`config.mk`:
```
export PLATFORM = sky130hd
export DESIGN_NAME = dequant_feeder
export DESIGN_NICKNAME = d
export VERILOG_FILES = /design/src/rtl/dequant_feeder.sv
export SDC_FILE = /design/constraint.sdc
export NUM_CORES = 1
export LEC_CHECK = 0
export BUFFER_PORTS_ARGS = -buffer_cell sky130_fd_sc_hd__buf_2
export CAP_MARGIN = 10
export CORE_ASPECT_RATIO = 2
export CORE_UTILIZATION = 35
export CTS_CLUSTER_DIAMETER = 30
export DETAILED_ROUTE_END_ITERATION = 12
export GPL_TIMING_DRIVEN = 1
export PLACE_DENSITY = 0.55
export REMOVE_ABC_BUFFERS = 1
export SKIP_LAST_GASP = 1
export SLEW_MARGIN = 20
export SYNTH_ARGS = -nofsm -noshare
export SYNTH_HDL_FRONTEND = slang
export SYNTH_SLANG_ARGS = --single-unit
```
`constraint.sdc`:
```
create_clock -name clk -period 5.99 [get_ports clk]
set_input_delay 0 -clock clk [delete_from_list [all_inputs] [get_ports clk]]
set_output_delay 0 -clock clk [all_outputs]
set_load 0.1 [all_outputs]
```
`src/rtl/dequant_feeder.sv`:
```
// dequant_feeder: FIFO-buffered int8x4 dequantizer with diagonal skew into array rows.
// Optional rounding build: define DEQUANT_FEEDER_ROUND_EN (round half toward +inf).
//
// Ports:
//   clk, rst          : clock, synchronous active-high reset
//   in_valid/in_ready : input handshake; in_data = 4 x int8 lanes, in_last = end of frame
//   scale, shift      : dequant multiplier / arithmetic right shift, sampled at pop
//   advance           : array step enable; low freezes pop, skew pipeline, drain counter
//   a0..a3, a_valid   : skewed 18-bit signed row operands and per-lane valids
//   busy, done        : frame in progress / one-cycle end-of-drain pulse
module dequant_feeder #(
  parameter int DEPTH = 4
) (
  input  logic        clk,
  input  logic        rst,
  input  logic        in_valid,
  output logic        in_ready,
  input  logic [31:0] in_data,
  input  logic        in_last,
  input  logic [7:0]  scale,
  input  logic [3:0]  shift,
  input  logic        advance,
  output logic [17:0] a0,
  output logic [17:0] a1,
  output logic [17:0] a2,
  output logic [17:0] a3,
  output logic [3:0]  a_valid,
  output logic        busy,
  output logic        done
);

  localparam int AW = $clog2(DEPTH);
  localparam logic [AW:0] FULL = (AW+1)'(DEPTH);

  localparam logic [1:0] S_IDLE  = 2'd0;
  localparam logic [1:0] S_FEED  = 2'd1;
  localparam logic [1:0] S_DRAIN = 2'd2;

  logic [32:0]   r_mem [DEPTH];
  logic [AW-1:0] r_wptr;
  logic [AW-1:0] r_rptr;
  logic [AW:0]   r_count;
  logic [1:0]    r_state;
  logic [1:0]    r_dcnt;

  // skew lanes carry {valid, value}
  logic [18:0] r_s0 [4];
  logic [18:0] r_l1;
  logic [18:0] r_l2 [2];
  logic [18:0] r_l3 [3];

  logic               w_push;
  logic               w_pop;
  logic [32:0]        w_word;
  logic signed [17:0] w_deq [4];

  function automatic logic signed [17:0] deq(
    input logic [7:0] lane,
    input logic [7:0] sc,
    input logic [3:0] sh
  );
    logic signed [16:0] p;
    logic signed [17:0] e;
    logic [17:0]        rnd;
    p = $signed({{9{lane[7]}}, lane}) * $signed({9'd0, sc});
    e = {p[16], p};
`ifdef DEQUANT_FEEDER_ROUND_EN
    rnd = (sh == 4'd0) ? 18'd0 : (18'd1 << (sh - 4'd1));
`else
    rnd = 18'd0;
`endif
    e = e + $signed(rnd);
    return e >>> sh;
  endfunction

  assign in_ready = (r_count != FULL);
  assign w_push   = in_valid && in_ready;
  assign w_pop    = advance && (r_count != '0) && (r_state != S_DRAIN);
  assign w_word   = r_mem[r_rptr];

  always_comb begin
    for (int k = 0; k < 4; k++) begin
      w_deq[k] = deq(w_word[8*k +: 8], scale, shift);
    end
  end

  always_ff @(posedge clk) begin
    if (w_push) begin
      r_mem[r_wptr] <= {in_last, in_data};
    end
  end

  always_ff @(posedge clk) begin
    if (rst) begin
      r_wptr  <= '0;
      r_rptr  <= '0;
      r_count <= '0;
    end else begin
      if (w_push) r_wptr <= r_wptr + 1'b1;
      if (w_pop)  r_rptr <= r_rptr + 1'b1;
      r_count <= r_count + {{AW{1'b0}}, w_push}
                         - {{AW{1'b0}}, w_pop};
    end
  end

  // bubbles (value 0, valid 0) are injected on non-pop advance cycles
  always_ff @(posedge clk) begin
    if (rst) begin
      for (int k = 0; k < 4; k++) r_s0[k] <= '0;
      r_l1 <= '0;
      for (int k = 0; k < 2; k++) r_l2[k] <= '0;
      for (int k = 0; k < 3; k++) r_l3[k] <= '0;
    end else if (advance) begin
      for (int k = 0; k < 4; k++) begin
        r_s0[k] <= w_pop ? {1'b1, w_deq[k]} : '0;
      end
      r_l1    <= r_s0[1];
      r_l2[0] <= r_s0[2];
      r_l2[1] <= r_l2[0];
      r_l3[0] <= r_s0[3];
      r_l3[1] <= r_l3[0];
      r_l3[2] <= r_l3[1];
    end
  end

  // drain counter wraps 3->0 as the state returns to IDLE
  always_ff @(posedge clk) begin
    if (rst) begin
      r_state <= S_IDLE;
      r_dcnt  <= '0;
    end else if (advance) begin
      unique case (r_state)
        S_IDLE, S_FEED: begin
          if (w_pop) begin
            r_dcnt  <= '0;
            r_state <= w_word[32] ? S_DRAIN : S_FEED;
          end
        end
        S_DRAIN: begin
          r_dcnt <= r_dcnt + 2'd1;
          if (r_dcnt == 2'd3) r_state <= S_IDLE;
        end
        default: r_state <= S_IDLE;
      endcase
    end
  end

  assign a0 = r_s0[0][17:0];
  assign a1 = r_l1[17:0];
  assign a2 = r_l2[1][17:0];
  assign a3 = r_l3[2][17:0];

  assign a_valid = {r_l3[2][18], r_l2[1][18], r_l1[18], r_s0[0][18]};

  assign busy = (r_state != S_IDLE);
  assign done = (r_state == S_DRAIN) && (r_dcnt == 2'd3);

endmodule

```
==> results of run 1 <==
-- worst min-delay path: cells and delay by family --
family,cells,cell delay (ns)
compound gates,2,0.22
buf+inv,2,0.32
simple gates,1,0.08
-- routing by layer --
layer,vias to the layer above,part of all wire,track usage
met2,391,0.53,0.311
li1,8171,-,-
met5,-,0.00034,0
met3,165,0.031,0.0209
met4,4,0.058,0.0986
met1,8200,0.38,0.175
-- logic make-up (layout without fill, tap and decap cells) --
kind of cell             after synthesis  count (layout)  synth area share
adder cells (fa/ha/maj)              328             328             0.217
multiplexers                         102             102            0.0639
flip-flops                           320             320             0.386
buffers and inverters                388             614            0.0671
XOR/XNOR                              38              38            0.0138
AND/OR/NAND/NOR                      701             701             0.149
AO/OA/AOI/OAI                        363             363             0.103
-- through the flow --
stage,util,setup TNS [ns]
after floorplan,-,-33.91
after detailed placement,0.381,-0.127
after global placement,0.381,0
final,0.420,0
after global routing,0.420,-2.62
after CTS,0.410,-0.138
-- final cells by class --
cell class,count,share of cell area
clock inverter,30,0.0107
multi-input combinational,1532,0.479
inverter,240,0.0318
sequential,320,0.326
clock buffer,54,0.0417
timing repair buffer,290,0.0714
tap,890,0.0390
-- sequential cells by signal (all words and copies together) (netlist names), 3 cells and up, named ones only --
register,count
r_count,3
r_l1,18
r_l2,35
r_l3,53
r_mem,132
r_s0,69
-- cell usage in the layout (no fill, tap or decap), types with 12 or more instances in the layout --
cell / synthesis / layout
mux2_2: 14 / 14
clkbuf_16: 0 / 45
nand2_1: 140 / 139
a21oi_1: 85 / 78
dfxtp_1: 31 / 30
nor2_1: 166 / 163
inv_1: 235 / 234
a211oi_1: 44 / 37
o21ai_1: 7 / 15
edfxtp_1: 289 / 289
o21a_1: 15 / 14
or2_2: 19 / 19
fa_1: 149 / 146
buf_2: 4 / 127
o211ai_1: 13 / 13
nor3_1: 29 / 24
nand3_1: 21 / 20
buf_4: 41 / 120
and2_1: 255 / 252
ha_1: 179 / 174
mux2i_1: 48 / 44
and3_1: 13 / 12
xnor2_1: 24 / 20
dlygate4sd3_1: 0 / 36
o21ai_0: 57 / 47
mux4_2: 40 / 40
-- worst max-delay path by stage --
stage	startpoint	to	slack [ns]	depth (start not counted)
after floorplan	flip-flop	r_s0[3][8]	-0.83	17
after global placement	flip-flop	r_s0[0][3]	0.07	19
after detailed placement	flip-flop	r_s0[0][3]	-0.04	18
after CTS	flip-flop	r_s0[1][7]	-0.02	20
after global routing	flip-flop	r_s0[0][0]	-0.19	19
final	flip-flop	r_s0[3][0]	0.04	19
-- repair_timing --
action,in CTS,in global routing
hold buffers,36,0
hold endpoints to repair,156,0
buffers inserted,2,26
gates resized for setup,4,103
gates cloned,1,0
pin swaps,3,28
endpoints found under the setup margin,9,61
==> run summary, run 1 <==
Status -> completed
Die width -> 187 um
Vias in the first global route -> 18000
Grt ovf -> 0
Worst Tran Pin Value -> 1.13 ns
Minimum clock period -> 5.95 ns
Placed insts -> 3207
Inserted Diodes -> 0
Endpoint type of the worst setup path -> flip-flop
Top Family by Delay on Critical Path -> adder cells
Worst setup path class -> reg -> reg
Crit path buffers/inverters -> 4
Share of cells above drive strength 1 -> 0.202
Multi-input gate area -> 13700 um^2
Antenna violations before repair -> 3
Async SR Flop Fraction -> 0
Critical path arrival -> 6.24 ns
Design area -> 28500 um^2
CTS root buffer -> clkbuf_16
DR pass1 iterations -> 5
Sequential cell area fraction in the yosys report -> 0.386
Routed WL -> 58.1 mm
Synth cell types -> 79
Sink Count -> 320
Max-Cap Viols -> 0
First-pass GRT wire length -> 93.7 mm
Synth top cells by count -> 289 x edfxtp_1, 255 x and2_1, 235 x inv_1
Hold Crit Depth -> 5
Worst-path cell chain -> buf_12 -> buf_16 -> mux4_2 -> and2_1 -> ha_1 -> fa_1 -> inv_1 -> fa_1 -> fa_1 -> inv_1 -> ha_1 -> nor2b_2 -> o31a_1 -> o2111a_1 -> a211o_1 -> mux2_2 -> a221o_1 -> mux2i_1 -> a21oi_1
Nets -> 2806
Total track usage -> 0.166
Initial Utilization -> 0.355
Worst hold path class -> in -> reg
Tcrit/Tclk final -> 0.993
Hold Path Origin -> advance
PortBufs -> 127
Yosys warns -> 0
Placement Cell Area -> 25900 um^2
CTS tree -> built
Routed vias/inst -> 5.04
Pin count of the biggest net entering global routing -> 110
Sequential cell area -> 9300 um^2
Die Height -> 373 um
Synth top area cells -> edfxtp_1 36%, fa_1 12%, ha_1 9.3%, and2_1 6.6%, mux4_2 3.7%
Startpoint Class -> flip-flop
Worst reg2reg endpoint -> r_s0[3][0]
Ports -> 128
RSZ-0062 raised after global routing -> true
Post-DRT Antenna Nets -> 0
Max incr delay on CP -> 0.56 ns
Filler cells -> 6561
# setup viols final -> 0
Fin Clk Skew -> 0.0276 ns
Count leader, synth -> edfxtp_1
PnR worst setup slack -> 0.0415 ns
Number of DRC markers in iteration 0 -> 687
Routed length per instance -> 17.3 um
Commonest register cell after synthesis -> edfxtp_1
Core area -> 67900 um^2
Slew margin rel. -> 0.243
Skew-Pair Late Insertion Delay -> 0.58 ns
Dpl hpwl -> 45.0 mm
Number of remaining DRC errors -> 0
Setup WS pre-CTS -> -0.0370 ns
Slowest CP cell -> mux4_2
Worst R2R Path Depth -> 19
Synth Register Bits -> 320
Critical Path Fanout Max -> 10
Final hold vios -> 0
Worst path most repeated cell -> fa_1
Fin. max-slew vios -> 0
Maximum clock frequency -> 168 MHz
Area leader, netlist -> edfxtp_1
Synthesized area -> 24100 um^2
Layout Cells excl Fill -> 3356
WHS Endpoint -> r_state[1]
Via count -> 16900
Data required, critical path -> 6.28 ns
Num rows -> 135
Flop2flop setup slack -> 0.04 ns
Maximum clock insertion buffer count -> 3
Mapped Cells -> 2240
Die area -> 69900 um^2
Post-synth EDFFs -> 289
Synthesis-to-finish area growth -> 18.5%
Hold WS -> 0.0779 ns
Clock Pin Slew Worst Setup and Hold Paths -> 0.06 ns
Post-synth top area share -> 0.360
Avg Synthesized Cell Area -> 10.7 um^2
# H-tree levels -> 2
RePlAce Congestion -> 0.933
CTS Buf Count -> 45
Power of run 1 is left out: the tool's default activity adds up to more than one toggle a clock period on the data nets, which glitch-free logic cannot reach.
==> run 2: changes to the inputs <==
--- a/config.mk
+++ b/config.mk
@@ -11,8 +11,7 @@
 export CORE_UTILIZATION = 35
 export CTS_CLUSTER_DIAMETER = 30
 export DETAILED_ROUTE_END_ITERATION = 12
-export GPL_TIMING_DRIVEN = 1
-export PLACE_DENSITY = 0.55
+export PLACE_DENSITY = 0.49
 export REMOVE_ABC_BUFFERS = 1
 export SKIP_LAST_GASP = 1
 export SLEW_MARGIN = 20
==> constraint.sdc (replaced) <==
create_clock -name clk -period 6.75 [get_ports clk]
set_input_delay 0 -clock clk [delete_from_list [all_inputs] [get_ports clk]]
set_output_delay 0 -clock clk [all_outputs]
set_load 0.1 [all_outputs]
==> run summary, run 2 (same netlist as run 1, synthesis figures left out) <==
Worst hold path class -> in -> reg
Initial Utilization -> 0.355 (unchanged)
Tcrit/Tclk final -> 0.945 (-0.0483)
Max-Cap Viols -> 0 (unchanged)
Dpl hpwl -> 45.1 mm (+0.17%)
Total track usage -> 0.169 (+0.00297)
Die Height -> 373 um (unchanged)
Most common cell after layout, fill and taps aside -> edfxtp_1
Critical path arrival -> 6.67 ns (+0.43 ns)
Core area -> 67900 um^2 (unchanged)
Number of DRC markers in iteration 0 -> 692 (+0.73%)
Worst setup path class -> reg -> reg
Most frequent cells in the layout -> 289 x edfxtp_1, 255 x and2_1, 234 x inv_1, 179 x ha_1, 166 x nor2_1
Routed vias/inst -> 5.06 (+0.39%)
WHS Endpoint -> r_l1[9]
Hold Path Origin -> advance
Vias in the first global route -> 17400 (-3.6%)
Hold Crit Depth -> 4 (-1)
RePlAce Congestion -> 0.957 (+2.6%)
Inserted Diodes -> 0 (unchanged)
# H-tree levels -> 2 (unchanged)
Share of cells above drive strength 1 -> 0.144 (-0.0581)
Setup TNS -> 0 ns (unchanged)
Routed WL -> 58.0 mm (-0.22%)
Skew-Pair Late Insertion Delay -> 0.59 ns (about the same)
First-pass GRT wire length -> 94.5 mm (+0.85%)
Final hold vios -> 0 (unchanged)
Pin count of the biggest net entering global routing -> 92 (-16%)
Worst reg2reg endpoint -> r_s0[2][0]
Clock Pin Slew Worst Setup and Hold Paths -> 0.06 ns (about the same)
Data required, critical path -> 7.04 ns (+0.76 ns)
Fin. max-slew vios -> 0 (unchanged)
Num rows -> 135 (unchanged)
Maximum clock insertion buffer count -> 3 (unchanged)
CTS tree -> built
Worst Tran Pin Value -> 1.19 ns (+0.0628 ns)
Maximum clock frequency -> 157 MHz (-6.7%)
PortBufs -> 127 (unchanged)
Number of remaining DRC errors -> 0 (unchanged)
Critical Path Fanout Max -> 36 (+26)
DR pass1 iterations -> 5 (unchanged)
Largest registers -> r_mem x132, r_s0 x69, r_l3 x53
Die width -> 187 um (unchanged)
Endpoint type of the worst setup path -> flip-flop
Routed length per instance -> 17.7 um (+2.2%)
Via count -> 16600 (-2.0%)
Flop2flop setup slack -> 0.37 ns (+0.33 ns)
CTS root buffer -> clkbuf_16
Post-DRT Antenna Nets -> 0 (unchanged)
Status -> completed
Startpoint Class -> flip-flop
Die area -> 69900 um^2 (unchanged)
RSZ-0062 raised after global routing -> false
Nets -> 2721 (-3.0%)
Largest Register -> r_mem
Fin Clk Skew -> 0.0210 ns (-0.00656 ns)
Max FFs per register -> 132 (unchanged)
Synthesis-to-finish area growth -> 14.4%
CTS Buf Count -> 49 (+8.9%)
Worst R2R Path Depth -> 17 (-2)
Ports -> 128 (unchanged)
Setup Fix Bufs, Post-CTS -> 0 (-2)
Slew margin rel. -> 0.201 (-0.0420)
Sink Count -> 320 (unchanged)
Minimum clock period -> 6.38 ns (+0.429 ns)
Antenna violations before repair -> 0 (-3)
Grt ovf -> 0 (unchanged)
# setup viols final -> 0 (unchanged)
[run 2: cell count changes in the layout (fill, tap and decap cells not counted), sizes merged]
cell | previous run | this run
dlygate4sd3 | 36 | 35
bufinv | 1 | 6
buf | 254 | 166
inv | 248 | 251
clkinvlp | 2 | 5
clkinv | 19 | 16
[run 2: worst max-delay path by stage]
stage / from / endpoint / slack [ns] / cells after the start
after global placement: flip-flop / r_s0[0][3] / 0.50 / 19
after detailed placement: flip-flop / r_s0[2][8] / 0.41 / 17
final: flip-flop / r_s0[2][0] / 0.37 / 17
after floorplan: flip-flop / r_s0[3][8] / -0.07 / 17
after CTS: flip-flop / r_s0[0][3] / 0.43 / 23
after global routing: flip-flop / r_s0[2][9] / 0.04 / 17
[run 2: repair_timing]
item	4_1_cts	5_1_grt
hold buffers	35	0
endpoints found under the hold margin	137	0
resized for setup	0	0
[run 2: area by class of cell]
cell class,count,area (um^2)
Sequential cell,320,9300
Tap cell,890,1110
Clock inverter,38,493
Fill cell,6680,40400
Multi-Input combinational cell,1532,13200
Timing Repair Buffer,201,1290
Clock buffer,54,1260
Inverter,240,906
[run 2: through the flow]
| stage | util | hold slack, ns | cell area [um^2] | setup WS, ns | instances |
|---|---|---|---|---|---|
| finish | 0.406 | 0.0491 | 27500 | 0.373 | 3275 |
| global route | 0.406 | 0.0552 | 27500 | 0.0381 | 3275 |
| CTS | 0.406 | 0.0294 | 27500 | 0.427 | 3275 |
| detailed placement | 0.375 | 0.219 | 25400 | 0.409 | 3148 |
| global placement | 0.375 | 0.215 | 25400 | 0.500 | 3148 |
| floorplan | - | 0.0667 | 23400 | -0.0662 | 2092 |
[run 2: critical path, cell delays in order (launching register included)]
cell	delay, ns
dfxtp_2	0.36
buf_12	0.26
mux4_2	0.65
and2_1	0.23
fa_1	0.50
fa_1	0.52
fa_1	0.49
inv_1	0.05
fa_1	0.47
inv_1	0.04
ha_1	0.32
o21ai_0	0.37
a31oi_1	0.20
o2111a_1	0.31
nor3_1	0.60
o221ai_1	0.29
a21oi_1	0.26
a211oi_1	0.11
[run 2: layer usage]
metal | vias to the layer above | GRT usage | part of all wire
li1 | 8007 | - | -
met1 | 8067 | 0.180 | 0.39
met2 | 375 | 0.322 | 0.53
met3 | 138 | 0.0206 | 0.031
met4 | 0 | 0.0845 | 0.049
met5 | - | 0 | 0
Power of run 2 is left out for the same reason.
